<file path="src/rtl/pwm_pkg.sv">
// pwm_pkg: shared state encoding, default width and duty stepping helpers for the PWM ramp scheduler.
package pwm_pkg;
  typedef enum logic [1:0] {IDLE, LOAD, RAMP} state_t;
  localparam int DEF_WIDTH = 8;
  function automatic int unsigned clamp(int unsigned v, int unsigned lim);
    return v > lim ? lim : v;
  endfunction
  // Step 0 means jump straight to target; never overshoots.
  function automatic int unsigned step_toward(int unsigned cur, int unsigned tgt, int unsigned step);
    int unsigned d, s;
    d = tgt > cur ? tgt - cur : cur - tgt;
    s = (step == 0 || step > d) ? d : step;
    return tgt > cur ? cur + s : cur - s;
  endfunction
endpackage

</file>
<file path="src/rtl/rr_arbiter.sv">
// rr_arbiter: round-robin one-hot grant starting at a rotating pointer that moves past each winner.
module rr_arbiter #(
  parameter int NUM_REQ = 4,
  localparam int IW = $clog2(NUM_REQ)
) (
  input  logic               clk,
  input  logic               reset,
  input  logic [NUM_REQ-1:0] req,
  input  logic               advance,
  output logic [NUM_REQ-1:0] grant,
  output logic [IW-1:0]      idx
);
  logic [IW-1:0] ptr;
  logic [IW-1:0] j;
  always_comb begin
    idx = ptr;
    j = '0;
    for (int i = NUM_REQ - 1; i >= 0; i--) begin
      j = IW'((int'(ptr) + i) % NUM_REQ);
      if (req[j]) idx = j;
    end
    grant = (|req) ? NUM_REQ'(1) << idx : '0;
  end
  always_ff @(posedge clk or negedge reset)
    if (!reset) ptr <= '0;
    else if (advance) ptr <= idx == IW'(NUM_REQ - 1) ? '0 : idx + 1'b1;
endmodule

</file>
<file path="src/rtl/pwm_ramp_scheduler.sv">
// pwm_ramp_scheduler: round-robin shares one PWM generator, ramping its duty one step per PWM period.
// Optional PWM_RAMP_SCHED_ABORT_EN adds an abort input that stops a ramp where it stands.
module pwm_ramp_scheduler import pwm_pkg::*; #(
  parameter int WIDTH = DEF_WIDTH,
  parameter int NUM_REQ = 4,
  localparam int IW = $clog2(NUM_REQ)
) (
  input  logic                     clk,
  input  logic                     reset,
  input  logic [NUM_REQ-1:0]       req_valid,
  output logic [NUM_REQ-1:0]       req_ready,
  input  logic [NUM_REQ*WIDTH-1:0] req_duty,
  input  logic [NUM_REQ*WIDTH-1:0] req_step,
  input  logic [WIDTH-1:0]         cfg_period,
  input  logic                     period_start,
  output logic [WIDTH-1:0]         pwm_period,
  output logic [WIDTH-1:0]         pwm_duty_cycle,
  output logic                     update_parameters,
  output logic                     busy,
  output logic [IW-1:0]            owner,
  output logic                     done
`ifdef PWM_RAMP_SCHED_ABORT_EN
  , input logic                    abort
`endif
);
  state_t state, nxt_state;
  logic [NUM_REQ-1:0] grant;
  logic [IW-1:0] idx;
  logic [WIDTH-1:0] tgt, step, nxt_duty;
  logic upd_r, done_r, stp, ab, grant_en;
`ifdef PWM_RAMP_SCHED_ABORT_EN
  assign ab = abort && state != IDLE;
`else
  assign ab = 1'b0;
`endif
  assign grant_en = state == IDLE && |req_valid;
  rr_arbiter #(.NUM_REQ(NUM_REQ)) u_arb (
    .clk(clk), .reset(reset), .req(req_valid), .advance(grant_en), .grant(grant), .idx(idx)
  );
  // Gated by reset so req_ready is 0 while reset is held, even with requests pending.
  assign req_ready = reset && state == IDLE ? grant : '0;
  // A period_start seen in the done cycle is ignored: the ramp is already finishing.
  assign stp = state == RAMP && period_start && !done_r && !ab;
  assign nxt_duty = WIDTH'(step_toward(32'(pwm_duty_cycle), 32'(tgt), 32'(step)));
  always_comb begin
    nxt_state = state == IDLE ? (|req_valid ? LOAD : IDLE)
              : state == LOAD ? (ab || tgt == pwm_duty_cycle ? IDLE : RAMP)
              : (ab || done_r ? IDLE : RAMP);
    update_parameters = state == LOAD || upd_r;
    done = !ab && ((state == LOAD && tgt == pwm_duty_cycle) || done_r);
    busy = state != IDLE;
  end
  always_ff @(posedge clk or negedge reset)
    if (!reset) begin
      state <= IDLE;
      tgt <= '0;
      step <= '0;
      pwm_period <= '0;
      pwm_duty_cycle <= '0;
      owner <= '0;
      upd_r <= 1'b0;
      done_r <= 1'b0;
    end else begin
      state <= nxt_state;
      upd_r <= stp;
      done_r <= stp && nxt_duty == tgt;
      if (stp) pwm_duty_cycle <= nxt_duty;
      if (grant_en) begin
        tgt <= WIDTH'(clamp(32'(req_duty[idx*WIDTH +: WIDTH]), 32'(cfg_period)));
        step <= req_step[idx*WIDTH +: WIDTH];
        pwm_period <= cfg_period;
        owner <= idx;
      end
    end
endmodule

</file>
<file path="config.mk">
export PLATFORM = sky130hd
export DESIGN_NAME = pwm_ramp_scheduler
export DESIGN_NICKNAME = d
export VERILOG_FILES = /design/src/rtl/pwm_pkg.sv /design/src/rtl/rr_arbiter.sv /design/src/rtl/pwm_ramp_scheduler.sv
export SDC_FILE = /design/constraint.sdc
export NUM_CORES = 1
export LEC_CHECK = 0
export BUFFER_PORTS_ARGS = -buffer_cell sky130_fd_sc_hd__buf_2
export CAP_MARGIN = 25
export CORE_MARGIN = 2
export CORE_UTILIZATION = 59
export DETAILED_ROUTE_END_ITERATION = 12
export PLACE_DENSITY = 0.85
export SLEW_MARGIN = 20
export SYNTH_ARGS = -nofsm -noshare
export SYNTH_HDL_FRONTEND = slang
export SYNTH_SLANG_ARGS = --single-unit
</file>
<file path="constraint.sdc">
create_clock -name clk -period 20.8 [get_ports clk]
set_input_delay 4.16 -clock clk [delete_from_list [all_inputs] [get_ports clk]]
set_output_delay 4.16 -clock clk [all_outputs]
set_load 0.02 [all_outputs]
</file>
# Word level (Yosys, flattened, before mapping)
# Cells that the tools add are included.
# W data, S select, Z words.
# op_classes
n_addsub,8
magnitude_cmp,7
eq_ne,5
n_shift,3
n_mux,24
reduce_logical,14
# op_table
op,count
$shiftx A32 B6 Y8,2
$gt A8 B32 Y1,1
$mux W32,1
$mux W8,3
$mux W2,9
$sub A8 B8 Y9,2
$eq A8 B8 Y1,2
$gt A8 B8 Y1,2
$lt A2 B3 Y1 const B,4
$add A8 B8 Y8,1
$bmux W1 S2,4
$logic_not A8 Y1,1
$mux W4,2
$sub A8 B8 Y8,1
$logic_and A1 B1 Y1,6
$mux W1,5
$add A2 B1 Y2 const B,2
$add A2 B2 Y2 const B,2
$eq A2 B2 Y1 const B,2
$reduce_or A4 Y1,1
$shl A1 B2 Y4 const A,1
$logic_or A1 B1 Y1,3
$eq A2 B1 Y1 const B,1
$logic_not A2 Y1,1
other kinds (2),2
# totals
register_bits,40
inputBits,79
out_inout_bits,25
wordCells,70

# Longest topological paths before layout
# logic_depth
depth_word,10
depth_mapped,38
ltp_nobuf,35

# Cells and area by module
# Synthesis repeated with hierarchy kept, for this count alone.
# hier_totals
hier_cells,459
area_unflattened_um2,4200.3
# modules_own_cells
mod,n_inst,cells_each,area_per_inst_um2,seq_area_each_um2
pwm_ramp_scheduler,1,428,3920.0,950.9
rr_arbiter,1,31,280.3,50.0

# Worst setup path before layout
# OpenSTA, ideal clock, no wires.
# synth_path
path_type,input -> output
from,input req_valid[0]
to,output req_ready[3]
t_arrival_ns,6.108
t_required_ns,16.640
path_slack_ns,10.532
cell_stages,8
n_path_buf,2
cell_sequence,nor2b_1 > a21oi_1 > o211ai_1 > buf_1 > clkbuf_1 > inv_1 > ha_1 > and3_1
# synth_via
elab_chain_cells,9
word_cells_on_any_way,16
classes_between,shift (1); mux (14); reduce/logical (1)
# synth_rtl
element,line,text
start: declaration,pwm_ramp_scheduler.sv:10,"input logic [NUM_REQ-1:0] req_valid,"
$bmux W1 S2,rr_arbiter.sv:20,if (req[j]) idx = j;
$mux W1 (not written as such),rr_arbiter.sv:20,
$mux W2 (3 in a row),rr_arbiter.sv:20,
$mux W2 *,rr_arbiter.sv:20,
via idx[0],pwm_ramp_scheduler.sv:28,logic [IW-1:0] idx;
$shl A1 B2 Y4 *,rr_arbiter.sv:22,grant = (|req) ? NUM_REQ'(1) << idx : '0;
$mux W4 *,rr_arbiter.sv:22,
$mux W4 *,pwm_ramp_scheduler.sv:41,assign req_ready = reset && state == IDLE ? grant : '0;
end: declaration,pwm_ramp_scheduler.sv:11,"output logic [NUM_REQ-1:0] req_ready,"
# The timed path passes the listed nets; every way through them passes the cells marked *. The select of a mux whose other input is x is not followed.

# Final worst setup path
# Ends and elaborated chain as after synthesis.

==> impl_metrics.csv <==
group,metric,value,unit
hold_path,hold_path.class,"flop to flop",
clocking,clock_latency,0.29,ns
synthesis,yosys.area.top_type,"dfrtp_1",
cells_and_area,utilization,0.714,
critical_path,critPathRequiredTime,16.64,ns
cells_and_area,fillers,533,
synthesis,synthCells,464,
sta,fmax,0.102,GHz
synthesis,yosys-mux-area-fraction,0.155,
critical_path,path_max_fanout,11,
sta,min_period,9.83,ns
synthesis,synth_top_area_share,0.240,
floorplan,ios,104,
global_route,grt_overflow,0,
clocking,clockBufferDepth,2,
synthesis,ys_ff_latch,40,
clocking,cts.repair.resized,0,
clocking,cts_hold_buf,0,
cells_and_area,drive_gt1_frac,0.299,
sta,setup_viol_count_final,0,
floorplan,die-area,7750,µm²
synthesis,synthesis.area,4170,µm²
floorplan,start_util,0.610,
cells_and_area,multiInputGateArea,2940,µm²
critical_path,cp_top_family,"buffers and inverters",
sta,hold_viol_final,0,
place,portBuffers,103,
critical_path,slowest_delay,0.27,ns
clocking,clock_sinks,40,
synthesis,ys_async_sr_fraction,1.00,
routing,postRouteAntennaNets,0,
synthesis,synth_area_per_cell,8.98,µm²
synthesis,synth.area.top_cells,"dfrtp_1 (24%), ha_1 (12%), mux4_2 (8.1%)",
clocking,cts_root_buf,"clkbuf_8",
routing,via_per_inst,6.00,
routing,dr.pass1.iters,5,
critical_path,critPathArrivalTime,5.67,ns
synthesis,synth_compound_area_frac,0.189,
sta,clock-skew-final,0.00395,ns
floorplan,fp-row-count,30,
synthesis,synthMostInstantiatedCell,"inv_1",
synthesis,yosys.area_share.simple,0.150,
cells_and_area,fin_nets,684,
routing,drcViolationCount,0,
synthesis,synth_cell_types,68,
sta,finalSetupTns,0,ns
synthesis,synth_top_family_by_area,"compound AO/OA/AOI/OAI gates",
sta,rsz0062_at_grt,"no",
sta,slew_headroom,0.342,
synthesis,synthAdderAreaFrac,0.138,
critical_path,critPathKind,"input port to primary output",
cells_and_area,register_area,1000,µm²
synthesis,synth_common_cells,"inv_1 (44), ha_1 (41), dfrtp_1 (40)",
clocking,cts_inserted_buffers,5,
sta,post-route-period-util,0.473,
clocking,htreeDepth,2,
cells_and_area,syn_to_final_growth,17.1,%
outcome,status,"finished clean",
critical_path,end_kind,"primary output",
synthesis,synth_edf_count,0,
synthesis,yosysSeqAreaShare,0.240,
clocking,post_cts_buffers,0,
critical_path,crit_chain,"buf_2, nor2b_1, a21oi_1, o211ai_1, buf_4, inv_1, ha_1, and3_1, buf_2",
routing,drt-initial-drc-count,169,
global_route,grt_max_degree,45,
floorplan,core_area,6830,µm²
clocking,tritoncts,"yes",
global_route,grt_first_pass_wirelength,17400,µm
run,cap_violations,0,
synthesis,synth_xor_area_frac,0.0688,
synthesis,synth_ff_type,"dfrtp_1",
sta,tightest_slew,0.981,ns
clocking,clk_pin_slew,0.08,ns
global_route,grt_pass1_vias,3734,
synthesis,synth_nets,587,
routing,vias,3946,
place,gp_congestion,0.991,
floorplan,die_width,88.0,µm
floorplan,die_y,88.0,µm
routing,drt-wirelength-per-cell,16.6,µm
critical_path,crit_top_cell,"buf_2",
sta,drv_slew,0,
critical_path,cp_num_buf_inv,4,
critical_path,worst_path_max_delay_cell,"buf_4",
critical_path,start_kind,"input port",
synthesis,yosysWarnings,0,
place,dp_hpwl,8810,µm
routing,drt-total-wl,10900,µm
cells_and_area,antenna_cells,0,
global_route,grt_usage,0.285,
global_route,antenna_found_initial,0,
==> logic make-up after synthesis <==
family,count (synthesis)
and+or+nand+nor,129
muxes,42
DFF,40
buffers and inverters,61
adders and majority gates,44
AOI/OAI and AO/OA,119
xor gates and xnor gates,29
==> layout make-up <==
| cell class | count | share of cell area |
|---|---|---|
| timing repair buffer | 107 | 0.112 |
| clock buffer | 6 | 0.0149 |
| sequential | 40 | 0.205 |
| clock inverter | 2 | 0.00718 |
| inverter | 44 | 0.0339 |
| multi-input combinational | 363 | 0.602 |
| tap | 96 | 0.0246 |
==> registers in the layout (all words and copies together), names as in the netlist <==
register / cells
pwm_duty_cycle: 8
pwm_period: 8
step: 8
tgt: 8
owner: 2
state: 2
u_arb.ptr: 2
done_r: 1
upd_r: 1
==> cell usage in the layout, fill, tap and decap left out, types with 4 or more instances in the layout <==
cell type,n
a21o_1,11
a21oi_1,35
a31oi_1,4
and3_1,8
buf_2,103
buf_4,4
clkbuf_8,5
dfrtp_1,40
ha_1,41
inv_1,44
mux2_2,19
mux2i_1,5
mux4_2,15
nand2_1,39
nand2b_1,5
nand3_1,5
nor2_1,39
nor2b_1,7
nor3_1,8
o21ai_0,26
o21bai_1,4
xnor2_1,16
xor2_1,11
==> per-layer routing <==
layer,global-route usage,up-vias,wire [µm]
met5,0,-,0
met1,0.375,1856,4450
met3,0.0292,32,731
li1,-,1863,-
met4,0.106,0,366
met2,0.488,195,5380
==> final timing paths <==
check                               endpoint  slack (ns)               from  cells past startpoint
worst max-delay path            req_ready[3]       10.97       req_valid[0]                      9
worst min-delay path                state[1]        0.51             done_r                      1
worst max register to register        done_r       13.03  pwm_duty_cycle[1]                     28
worst min register to register      state[1]        0.51             done_r                      1
max in group asynchronous            step[5]       16.22              reset                      1
min in group asynchronous             tgt[4]        4.01              reset                      1
==> stage by stage <==
step | cell area (µm²) | instances | hold slack, ns | setup slack (ns)
6_report | 4880 | 658 | 0.507 | 10.97
5_1_grt | 4880 | 658 | 0.523 | 10.83
4_1_cts | 4880 | 658 | 0.505 | 10.97
3_5_place_dp | 4770 | 650 | 0.494 | 10.98
3_3_place_gp | 4770 | 650 | 0.478 | 11.04
2_1_floorplan | 4170 | 464 | 0.442 | 10.53
Power is left out: the tool's default activity adds up to more than one toggle a clock period on the data nets, which glitch-free logic cannot reach.
